### config.mk
export PLATFORM = sky130hd
export DESIGN_NAME = sparc_exu_yreg_file
export DESIGN_NICKNAME = d
export VERILOG_FILES = /design/src/rtl/sparc_exu_yreg_file.sv
export SDC_FILE = /design/constraint.sdc
export NUM_CORES = 1
export LEC_CHECK = 0
export BUFFER_PORTS_ARGS = -buffer_cell sky130_fd_sc_hd__buf_2
export CORE_ASPECT_RATIO = 0.7
export CORE_MARGIN = 2
export CORE_UTILIZATION = 30
export CTS_CLUSTER_DIAMETER = 60
export CTS_CLUSTER_SIZE = 12
export DETAILED_ROUTE_END_ITERATION = 7
export SLEW_MARGIN = 20
export SYNTH_ARGS = -nofsm -noshare
export SYNTH_HDL_FRONTEND = slang
export SYNTH_SLANG_ARGS = --single-unit
### constraint.sdc
create_clock -name clk -period 3.7 [get_ports clk]
set_clock_uncertainty 0.2 [all_clocks]
set_input_delay 0.74 -clock clk [delete_from_list [all_inputs] [get_ports clk]]
set_output_delay 0.74 -clock clk [all_outputs]
set_load 0.02 [all_outputs]
### src/rtl/sparc_exu_yreg_file.sv
// sparc_exu_yreg_file: per-thread Y register file for the EXU mul/div path.
// W port is staged one cycle (w1) before commit; the G port commits directly
// unless blocked, in which case it is parked in a one-entry pending buffer.
// Optional macro YREG_RD_BYPASS_EN forwards this cycle's commit value to rd_data.
module sparc_exu_yreg_file #(
  parameter int NTHR  = 4,
  parameter int WIDTH = 32
) (
  input  logic             clk,
  input  logic             rst,
  input  logic [NTHR-1:0]  wr_w_en,
  input  logic [WIDTH-1:0] wr_w_data,
  input  logic [NTHR-1:0]  wr_g_en,
  input  logic [WIDTH-1:0] wr_g_data,
  input  logic [NTHR-1:0]  shift_en,
  input  logic             shift_bit,
  input  logic [NTHR-1:0]  rd_thr,
  output logic [WIDTH-1:0] rd_data,
  output logic [NTHR-1:0]  lsb_l,
  output logic             pend_vld,
  output logic             collide_err
);
  localparam int PW = (NTHR > 1) ? $clog2(NTHR) : 1;

  logic [NTHR-1:0]             w1_en_q;
  logic [WIDTH-1:0]            w1_data_q;
  logic [NTHR-1:0][WIDTH-1:0]  y_q, y_d;
  logic                        pend_vld_q, pend_vld_d;
  logic [PW-1:0]               pend_thr_q, pend_thr_d;
  logic [WIDTH-1:0]            pend_data_q, pend_data_d;
  logic                        err_q, err_d;

  logic                        drain, free, found, multi;
  logic [PW-1:0]               sel;
  logic [NTHR-1:0]             pend_hit, defer;

  // Pending entry drains whenever the staged W write is not aimed at its thread.
  always_comb begin
    drain = pend_vld_q & ~w1_en_q[pend_thr_q];
    free  = ~pend_vld_q | drain;
  end

  // Per-thread next Y: w1 > pending drain > G > shift > hold.
  always_comb begin
    y_d      = y_q;
    pend_hit = '0;
    defer    = '0;
    for (int t = 0; t < NTHR; t++) begin
      pend_hit[t] = drain && (pend_thr_q == PW'(t));
      defer[t]    = wr_g_en[t] & (w1_en_q[t] | pend_hit[t]);
      if (w1_en_q[t])
        y_d[t] = w1_data_q;
      else if (pend_hit[t])
        y_d[t] = pend_data_q;
      else if (wr_g_en[t])
        y_d[t] = wr_g_data;
      else if (shift_en[t])
        y_d[t] = {shift_bit, y_q[t][WIDTH-1:1]};
    end
  end

  // Pending buffer: capture the lowest-index blocked G write if a slot is
  // free (it may be draining this same cycle); every other blocked write is lost.
  always_comb begin
    found = 1'b0;
    multi = 1'b0;
    sel   = '0;
    for (int t = 0; t < NTHR; t++) begin
      if (defer[t]) begin
        if (!found) begin
          found = 1'b1;
          sel   = PW'(t);
        end else begin
          multi = 1'b1;
        end
      end
    end
    pend_vld_d  = pend_vld_q & ~drain;
    pend_thr_d  = pend_thr_q;
    pend_data_d = pend_data_q;
    err_d       = 1'b0;
    if (found) begin
      if (free) begin
        pend_vld_d  = 1'b1;
        pend_thr_d  = sel;
        pend_data_d = wr_g_data;
        err_d       = multi;
      end else begin
        err_d       = 1'b1;
      end
    end
  end

  // State registers; reset clears Y, staging, pending and the error pulse.
  always_ff @(posedge clk) begin
    if (rst) begin
      w1_en_q     <= '0;
      w1_data_q   <= '0;
      y_q         <= '0;
      pend_vld_q  <= 1'b0;
      pend_thr_q  <= '0;
      pend_data_q <= '0;
      err_q       <= 1'b0;
    end else begin
      w1_en_q     <= wr_w_en;
      w1_data_q   <= wr_w_data;
      y_q         <= y_d;
      pend_vld_q  <= pend_vld_d;
      pend_thr_q  <= pend_thr_d;
      pend_data_q <= pend_data_d;
      err_q       <= err_d;
    end
  end

  // Read mux: OR of all selected threads (multi-hot is legal).
  always_comb begin
    rd_data = '0;
    for (int t = 0; t < NTHR; t++) begin
      if (rd_thr[t]) begin
`ifdef YREG_RD_BYPASS_EN
        rd_data = rd_data | y_d[t];
`else
        rd_data = rd_data | y_q[t];
`endif
      end
    end
  end

  // Active-low LSB of every thread, always from registered state.
  always_comb begin
    lsb_l = '0;
    for (int t = 0; t < NTHR; t++) lsb_l[t] = ~y_q[t][0];
  end

  assign pend_vld    = pend_vld_q;
  assign collide_err = err_q;

endmodule

# == Yosys cells after proc, flatten, opt, wreduce, memory -nomap -nowiden ==
# Cells that the tools add are included.
# word_totals
ff_bits,200
inputBits,83
output_inout_bits,38
word_cells,88
# op_classes
order_cmp,1
eq_ne,3
mux,41
n_bitwise,22
n_reduce_logical,11
# ops
operator,count
2-to-1 mux 32 bit,20
bitwise OR 32 bit,3
2-to-1 mux 1 bit,16
nonzero test 4 bit,4
2-to-1 mux 2 bit,4
NOT 1 bit,8
bitwise AND 1 bit,6
bitwise OR 1 bit,5
== test 2 bit (second input constant),2
logical AND 1 bit,4
less-than comparator 2 x 3 -> 1 bit (second input constant),1
binary-select mux 1 bit (select 2 bit),1
== test 2 x 1 -> 1 bit (second input constant),1
zero test 2 bit,1
AND reduction 2 bit,1
OR reduction 2 bit,1

# == Longest topological paths before layout ==
# Gate-level depths: netlist of the first run.
# depth
word_depth,15
ltp_mapped,7
mapped_depth_nobuf,4

# == Worst setup path before layout of the first run ==
# No wires, ideal clock.
# synth_timing
path_kind,in2reg
startpoint,input wr_g_en[3]
endpoint,register y_q[100] (netlist bit)
setup_ns,0.091
arrival_ns,1.999
required_ns,3.409
slack_ns,1.410
cell_stages,5
path_buffers,3
cell_sequence,clkbuf_1 -> or4_1 -> clkbuf_1 -> clkbuf_1 -> a311oi_1
# synth_between
elab_chain_cells,3
elab_cells_between_ends,4
cone_classes,mux (3); reduce/logical (1)
# synth_rtl
element,line,rtl
"start, declared",13,"input logic [NTHR-1:0] wr_g_en,"
2-to-1 mux 32 bit,55,else if (wr_g_en[t])
2-to-1 mux 32 bit,53,else if (pend_hit[t])
2-to-1 mux 32 bit,51,if (w1_en_q[t])
"end signal, assigned",107,y_q <= y_d;
"end, declared",27,"logic [NTHR-1:0][WIDTH-1:0] y_q, y_d;"
# Several ways; a longest one is shown, not always the timed one.
# A chain may end at the register's enable or synchronous reset.

# == Worst setup path in the final report of the first run ==
# layout_timing
startpoint,input rd_thr[1]
endpoint,output rd_data[0]
# layout_between
elab_chain_cells,5
# layout_rtl
element,line,rtl
"start, declared",17,"input logic [NTHR-1:0] rd_thr,"
2-to-1 mux 32 bit (*),119,if (rd_thr[t]) begin
bitwise OR 32 bit,123,rd_data = rd_data | y_q[t];
2-to-1 mux 32 bit (*),119,
bitwise OR 32 bit,123,
2-to-1 mux 32 bit (*),119,
"end, declared",18,"output logic [WIDTH-1:0] rd_data,"
# Every way passes the cells marked *; elsewhere a longest branch is shown, timed or not.

==> out/metrics.yaml, run 1 <==
status:
  status: "complete, no violations"
worst_hold_path:
  min-delay-start: "wr_w_data[31]"
  hold_class: "in2reg"
logic_synthesis:
  syn_nets: 1541
  synth_top_family_by_area: "simple AND/OR/NAND/NOR gates"
  syn_inst: 1458
  synthXorXnorAreaFrac_pct: 0
  yosysMostFrequentCell: "nor2_1"
  synthAdderAreaFrac_pct: 0.0878
  yosysWarnings: 0
  ys.flop_type: "dfxtp_1"
  synthMuxAreaShare_pct: 8.70
  synth-seq-cells: 200
  synth_edf_count: 0
  syn_area_um2: 11400
  synth_compound_area_share_pct: 24.8
  synth_top_area_share_pct: 35.1
  yosys.area.top_type: "dfxtp_1"
  netlist_top_cells_count: "257 x nor2_1, 227 x nand2_1, 200 x dfxtp_1"
  synthArstFlopShare_pct: 0
  ys_types: 38
  synth_seq_area_share_pct: 35.1
  syn_avg_cell_area_um2: 7.82
  synthTopCellsByArea: "dfxtp_1 35%, mux2i_1 8.7%, nor2_1 8.5%"
  yosys.area_share.simple_pct: 25.5
power:
  p_per_area_nw_per_um2: 454
  p_leak_nw: 5.57
  max-vdd-ir-drop_mv: 0.394
critical_path:
  cp-end-kind: "output pin"
  worst_setup_path_start_kind: "primary input"
  slowest_stage: "buf_2"
  worstPathMaxFanout: 15
  arrival_ns: 1.99
  slowest_delay_ns: 0.40
  r2r-start: "w1_en_q[0]$_SDFF_PP0_"
  crit_family: "buffers and inverters"
  worstSetupPathType: "in2out"
  crit_required_ns: 2.76
  path_common_cell: "buf_2"
  crit_buf_inv: 3
  crit_path_start: "rd_thr[1]"
  worstPathCellList: "buf_2, buf_4, a22oi_1, nand2_1, buf_2"
clocking:
  cts-root-buf: "clkbuf_16"
  cts_made_buffers: 17
  post_cts_buffers: 0
  postCtsHoldBufs: 0
  cts_num_sinks: 200
  postCtsResizedCells: 0
  clk_latency_ns: 0.45
  clkTransAtPathRegs_ns: 0.08
  cts_max_level: 4
  clockBufferDepth: 2
  cts_tree: "yes"
global_route:
  grt_start_max_net_pins: 90
  grt_use_total_pct: 20.3
  grt_overflow: 0
  antenna_found_initial: 5
  grt_pass1_vias: 10300
  grt_pass1_wl_um: 62800
sta:
  rsz0062_at_grt: "false"
  post-route-min-period_ns: 2.93
  timing.final.max_slew_violations: 0
  setup_viol: 0
  finalHoldViolCount: 0
  clock.fmax_mhz: 341
  slew_headroom_pct: 42.3
  fin_tns_setup_ns: 0
  post-route-period-util_pct: 79.3
  fin_ws_ns: 0.767
  tightest_slew_ns: 0.866
die:
  io_pins: 121
  rows: 59
  die_x_um: 237
  start_util_pct: 30.6
  die_h_um: 167
  core_um2: 37300
  die_area_um2: 39600
place:
  io_buffer_count: 120
  gp_congestion: 0.804
  dp_hpwl_um: 24700
  dp_slack_ns: 0.796
route:
  viasPerCell: 5.62
  num_vias: 11100
  drtPass1Iterations: 6
  ant_nets: 0
  drt_iter0_drc: 1059
  wl_per_cell_um: 20.5
  routed_wl_um: 40700
  drcViolationCount: 0
cells_and_area:
  drive_gt1_share_pct: 13.2
  final_nets: 1559
  syn2layout_area_growth_pct: 13.5
  fillers: 3841
flow_run:
  maxCapViolCount: 0
## through the flow
stage	instance area [µm²]	instances	power [mW]	hold slack, ns	utilization [%]
final	12900	1982	5.87	0.289	34.7
after global routing	12900	1979	6.14	0.281	34.7
after CTS	12900	1977	5.90	0.274	34.7
after detailed placement	12300	1945	3.94	0.293	33.1
after global placement	12300	1945	3.92	0.292	33.1
after floorplan	11400	1458	3.49	0.274	-
## final timing paths
kind / cells after the start / endpoint / slack (ns)
worst min-delay path: 2 / w1_data_q[31]$_SDFF_PP0_ / 0.29
worst max-delay path: 5 / rd_data[0] / 0.77
worst min register to register: 2 / y_q[56]$_SDFFE_PP0P_ / 0.30
worst max register to register: 5 / y_q[16]$_SDFFE_PP0P_ / 0.88
## registers in the layout (all words and copies together), names as in the netlist
register,cells
y_q,128
pend_data_q,32
w1_data_q,32
w1_en_q,4
pend_thr_q,2
collide_err,1
pend_vld,1
## cell type report
cell class | instances | area (µm²) | area share [%]
clock inverters | 14 | 163 | 1.26
diodes | 5 | 12.5 | 0.0967
clock buffers | 18 | 439 | 3.39
inverters | 6 | 22.5 | 0.174
flip-flops and latches | 200 | 4010 | 31.0
well taps | 488 | 611 | 4.72
multi-input cells | 1100 | 6790 | 52.5
repair buffers | 151 | 890 | 6.88
## cells in the final DEF, fill, tap and decap left out, types with 2 or more instances in the layout
cell	n
mux2i_1	99
bufinv_16	2
and3b_1	2
or4_2	4
o311a_1	64
a211oi_1	65
nor3_1	64
nor2_1	257
buf_4	27
o21ai_0	4
nor2b_1	100
a22oi_1	64
buf_12	4
clkbuf_16	17
clkinv_4	2
diode_2	5
inv_6	4
buf_2	119
inv_1	5
nand2_1	227
o21a_1	4
a211o_1	64
clkinv_2	3
dfxtp_1	196
a311oi_1	64
dfxtp_2	4
## kinds of logic after synthesis
group                    Yosys count
AND/OR/NAND/NOR                  665
adder cells (fa/ha/maj)            1
buffers and inverters            158
flip-flops                       200
AO/OA/AOI/OAI                    335
multiplexers                      99
## report_power, final
group          leakage, nW  internal [mW]  switching (mW)
combinational         3.62          0.555           0.768
clock                0.296           1.03           0.928
sequential            1.66           2.36           0.232
## layer usage
| layer | vias to the layer above | track usage [%] | share of wire [%] |
|---|---|---|---|
| li1 | 5289 | - | - |
| met2 | 524 | 29.0 | 41 |
| met5 | - | 0 | 0.032 |
| met4 | 2 | 6.14 | 2.1 |
| met1 | 5268 | 29.4 | 47 |
| met3 | 60 | 5.69 | 9.3 |
Power figures use the tool's default switching activity.
==> inputs of run 2 (changes only) <==
Clock period 3.7 ns to 2.6 ns, I/O delays scaled along.
==> out/metrics.yaml, run 2 (synthesis results as in run 1) <==
status:
  status: "complete, no violations"
sta:
  post-route-min-period_ns: 2.53
  setup_viol: 0
  timing.final.max_slew_violations: 0
  clock.fmax_mhz: 395
  rsz0062_at_grt: "false"
  finalHoldViolCount: 0
  tightest_slew_ns: 0.913
  slew_headroom_pct: 39.1
  holdWs_ns: 0.0713
  fin_tns_setup_ns: 0
  post-route-period-util_pct: 97.4
  fin_ws_ns: 0.0688
cells_and_area:
  syn2layout_area_growth_pct: 14.0
  layout_commonest_cell: "nor2_1"
  final_cell_mix: "257 x nor2_1, 227 x nand2_1, 196 x dfxtp_1"
  stdcell_count: 1983
  finalInstanceArea_um2: 13000
  final_nets: 1566
  largest_reg_flops: 128
  final_util_pct: 34.9
  top_regs: "y_q: 128 flops, pend_data_q: 32 flops, w1_data_q: 32 flops"
  drive_gt1_share_pct: 13.5
  regMostFlops: "y_q"
clocking:
  clockBufferDepth: 2
  clkTransAtPathRegs_ns: 0.07
  postCtsResizedCells: 0
  cts_tree: "yes"
  clk_latency_ns: 0.46
  cts_made_buffers: 17
  post_cts_buffers: 0
  cts_num_sinks: 200
  cts_max_level: 4
  cts-root-buf: "clkbuf_16"
  postCtsHoldBufs: 0
route:
  drtPass1Iterations: 5
  routed_wl_um: 40600
  viasPerCell: 5.69
  num_vias: 11300
  wl_per_cell_um: 20.5
  ant_nets: 0
  drt_iter0_drc: 1308
  drcViolationCount: 0
die:
  die_h_um: 167
  core_um2: 37300
  start_util_pct: 30.6
  die_x_um: 237
  io_pins: 121
  die_area_um2: 39600
  rows: 59
power:
  p_per_area_nw_per_um2: 639
  p_leak_nw: 5.61
  power_mw: 8.30
  max-vdd-ir-drop_mv: 0.484
global_route:
  grt_overflow: 0
  grt_use_total_pct: 20.2
  grt_start_max_net_pins: 80
  grt_pass1_vias: 10400
  grt_pass1_wl_um: 62700
  antenna_found_initial: 1
flow_run:
  maxCapViolCount: 0
critical_path:
  rrSetupSlack_ns: 0.19
  worst_setup_path_start_kind: "primary input"
  worstSetupPathType: "in2out"
  cp-end-kind: "output pin"
  worstPathMaxFanout: 29
  crit_required_ns: 1.88
  arrival_ns: 1.81
place:
  gp_congestion: 0.803
  dp_hpwl_um: 25800
  dp_cells: 1952
  io_buffer_count: 120
  placement.cell_area_um2: 12400
  dp_slack_ns: 0.0862
worst_hold_path:
  hold_class: "in2reg"
-- run 2: cell type report --
| class | count | area, µm² |
|---|---|---|
| Fill cell | 3827 | 24300 |
| Multi-Input combinational cell | 1100 | 6790 |
| Sequential cell | 200 | 4010 |
| Timing Repair Buffer | 158 | 992 |
| Tap cell | 488 | 611 |
| Clock buffer | 19 | 443 |
| Clock inverter | 11 | 126 |
| Inverter | 6 | 22.5 |
| Antenna cell | 1 | 2.50 |
-- run 2: critical path, stage by stage --
cell and delay [ns]:
buf_2 0.63, buf_4 0.27, a22oi_1 0.09, nand2_1 0.12
buf_2 0.17
-- run 2: report_power, final --
| part | leakage (nW) | switching [mW] | total [mW] | internal, mW |
|---|---|---|---|---|
| Clock | 0.273 | 1.28 | 2.71 | 1.44 |
| Combinational | 3.68 | 1.09 | 1.89 | 0.801 |
| Sequential | 1.66 | 0.333 | 3.69 | 3.36 |
-- run 2: path summary, 6_finish.rpt --
check,start,to,cells after the start
worst max register to register,pend_thr_q[1]$_SDFFE_PP0P_,pend_data_q[26]$_SDFFE_PP0P_,5
worst min-delay path,wr_w_data[19],w1_data_q[19]$_SDFF_PP0_,2
worst min register to register,y_q[56]$_SDFFE_PP0P_,y_q[56]$_SDFFE_PP0P_,2
worst max-delay path,rd_thr[0],rd_data[4],5
-- run 2: metal layers --
metal | vias to the layer above | wire, µm | track usage [%]
met4 | 2 | 894 | 6.69
met5 | - | 13 | 0
met1 | 5425 | 19300 | 29.1
met2 | 503 | 17200 | 29.8
met3 | 65 | 3120 | 4.38
li1 | 5288 | - | -
==> inputs of run 3 (changes only) <==
Settings changed: PLACE_DENSITY_LB_ADDON set to 0.05.
==> out/metrics.yaml, run 3 (synthesis results as in run 1) <==
critical_path:
  crit_required_ns: 2.79
  worstReg2RegEnd: "y_q[29]$_SDFFE_PP0P_"
  slowest_stage: "or4_2"
  slowest_delay_ns: 0.60
  worstPathCellList: "buf_4, nor4b_4, or4_2, buf_12, o311a_1, nor3_1"
  rrSetupSlack_ns: 0.17
  arrival_ns: 2.62
  reg2reg_depth: 6
  worstSetupPathType: "reg2reg"
  cp-end-kind: "flip-flop"
  r2r-start: "pend_thr_q[1]$_SDFFE_PP0P_"
  worstPathMaxFanout: 64
  crit_path_start: "pend_thr_q[1]$_SDFFE_PP0P_"
  worst_setup_path_start_kind: "flip-flop"
worst_hold_path:
  hold_class: "in2reg"
  hold_depth: 2
  min-delay-start: "wr_w_data[23]"
  whs_endpoint: "w1_data_q[23]$_SDFF_PP0_"
power:
  intPower_mw: 5.68
  p_clk_share_pct: 33.2
  power_mw: 8.47
  switching_share_pct: 32.9
  p_comb_share_pct: 23.3
  p_sw_mw: 2.79
  p_seq_share_pct: 43.5
  max-vdd-ir-drop_mv: 0.492
  p_per_area_nw_per_um2: 642
  p_leak_nw: 5.70
global_route:
  grt_pass1_wl_um: 67400
  grt_overflow: 0
  antenna_found_initial: 0
  grt_start_max_net_pins: 78
  grt_pass1_vias: 10300
  grt_use_total_pct: 22.3
die:
  io_pins: 121
  die_h_um: 167
  die_x_um: 237
  core_um2: 37300
  rows: 59
  start_util_pct: 30.6
  die_area_um2: 39600
sta:
  post-route-min-period_ns: 2.43
  tightest_slew_ns: 0.806
  timing.final.max_slew_violations: 0
  slew_headroom_pct: 46.3
  rsz0062_at_grt: "false"
  finalHoldViolCount: 0
  clock.fmax_mhz: 411
  fin_tns_setup_ns: 0
  post-route-period-util_pct: 93.5
  setup_viol: 0
  fin_ws_ns: 0.169
  holdWs_ns: 0.0565
cells_and_area:
  drive_gt1_share_pct: 14.3
  antennaDiodeCount: 0
  layout_commonest_cell: "nor2_1"
  stdcell_count: 1995
  largest_reg_flops: 128
  final_cell_mix: "257 x nor2_1, 227 x nand2_1, 196 x dfxtp_1"
  regMostFlops: "y_q"
  final_util_pct: 35.4
  syn2layout_area_growth_pct: 15.7
  fillers: 3902
  finalInstanceArea_um2: 13200
  top_regs: "y_q: 128 flops, pend_data_q: 32 flops, w1_data_q: 32 flops"
  final_nets: 1578
place:
  dp_hpwl_um: 28500
  dp_slack_ns: 0.221
  gp_congestion: 0.789
  placement.cell_area_um2: 12600
  io_buffer_count: 120
  dp_cells: 1964
clocking:
  clockBufferDepth: 2
  cts_made_buffers: 17
  cts_tree: "yes"
  postCtsResizedCells: 0
  postCtsHoldBufs: 0
  clk_latency_ns: 0.46
  clkTransAtPathRegs_ns: 0.08
  post_cts_buffers: 0
  cts_num_sinks: 200
  cts-root-buf: "clkbuf_16"
  cts_max_level: 4
route:
  routed_wl_um: 44200
  ant_nets: 0
  drt_iter0_drc: 997
  drtPass1Iterations: 8
  num_vias: 11100
  wl_per_cell_um: 22.2
  viasPerCell: 5.56
  drcViolationCount: 0
flow_run:
  maxCapViolCount: 0
status:
  status: "complete, no violations"
==> run 3: final cells by class <==
cell class / instances / area, µm² / area share [%]
well taps: 488 / 611 / 4.63
clock inverters: 11 / 123 / 0.930
repair buffers: 170 / 1160 / 8.78
flip-flops and latches: 200 / 4010 / 30.4
clock buffers: 20 / 467 / 3.54
multi-input cells: 1100 / 6800 / 51.5
inverters: 6 / 22.5 / 0.171
==> run 3: worst max-delay path, delay by kind of cell (launching register included) <==
kind	cells	cell delay [ns]
DFF	1	0.58
and+or+nand+nor	3	0.79
buffers and inverters	2	0.44
AOI/OAI and AO/OA	1	0.24
==> run 3: power by group through the flow <==
stage / sequential (mW) / clock [mW] / combinational [mW]
2_1_floorplan: 3.61 / 0 / 1.36
3_3_place_gp: 3.75 / 0 / 1.96
3_5_place_dp: 3.75 / 0 / 1.97
4_1_cts: 3.68 / 2.89 / 1.98
5_1_grt: 3.73 / 3.02 / 2.15
6_report: 3.69 / 2.81 / 1.97
==> run 3: worst max-delay path by stage <==
stage | slack, ns | depth (start not counted) | end
floorplan | 0.40 | 7 | y_q[10]$_SDFFE_PP0P_
global placement | 0.22 | 5 | rd_data[6]
detailed placement | 0.22 | 4 | y_q[87]$_SDFFE_PP0P_
CTS | 0.22 | 4 | y_q[80]$_SDFFE_PP0P_
global route | 0.04 | 5 | y_q[54]$_SDFFE_PP0P_
finish | 0.17 | 6 | y_q[29]$_SDFFE_PP0P_
==> run 3: layer usage <==
layer  global-route usage (%)  vias to the layer above  part of all wire, %
li1                         -                     5331                    -
met1                     33.8                     5424                   52
met2                     32.6                      309                   42
met3                     4.14                       25                  5.3
met4                     4.16                        0                 0.96
met5                        0                        -                    0
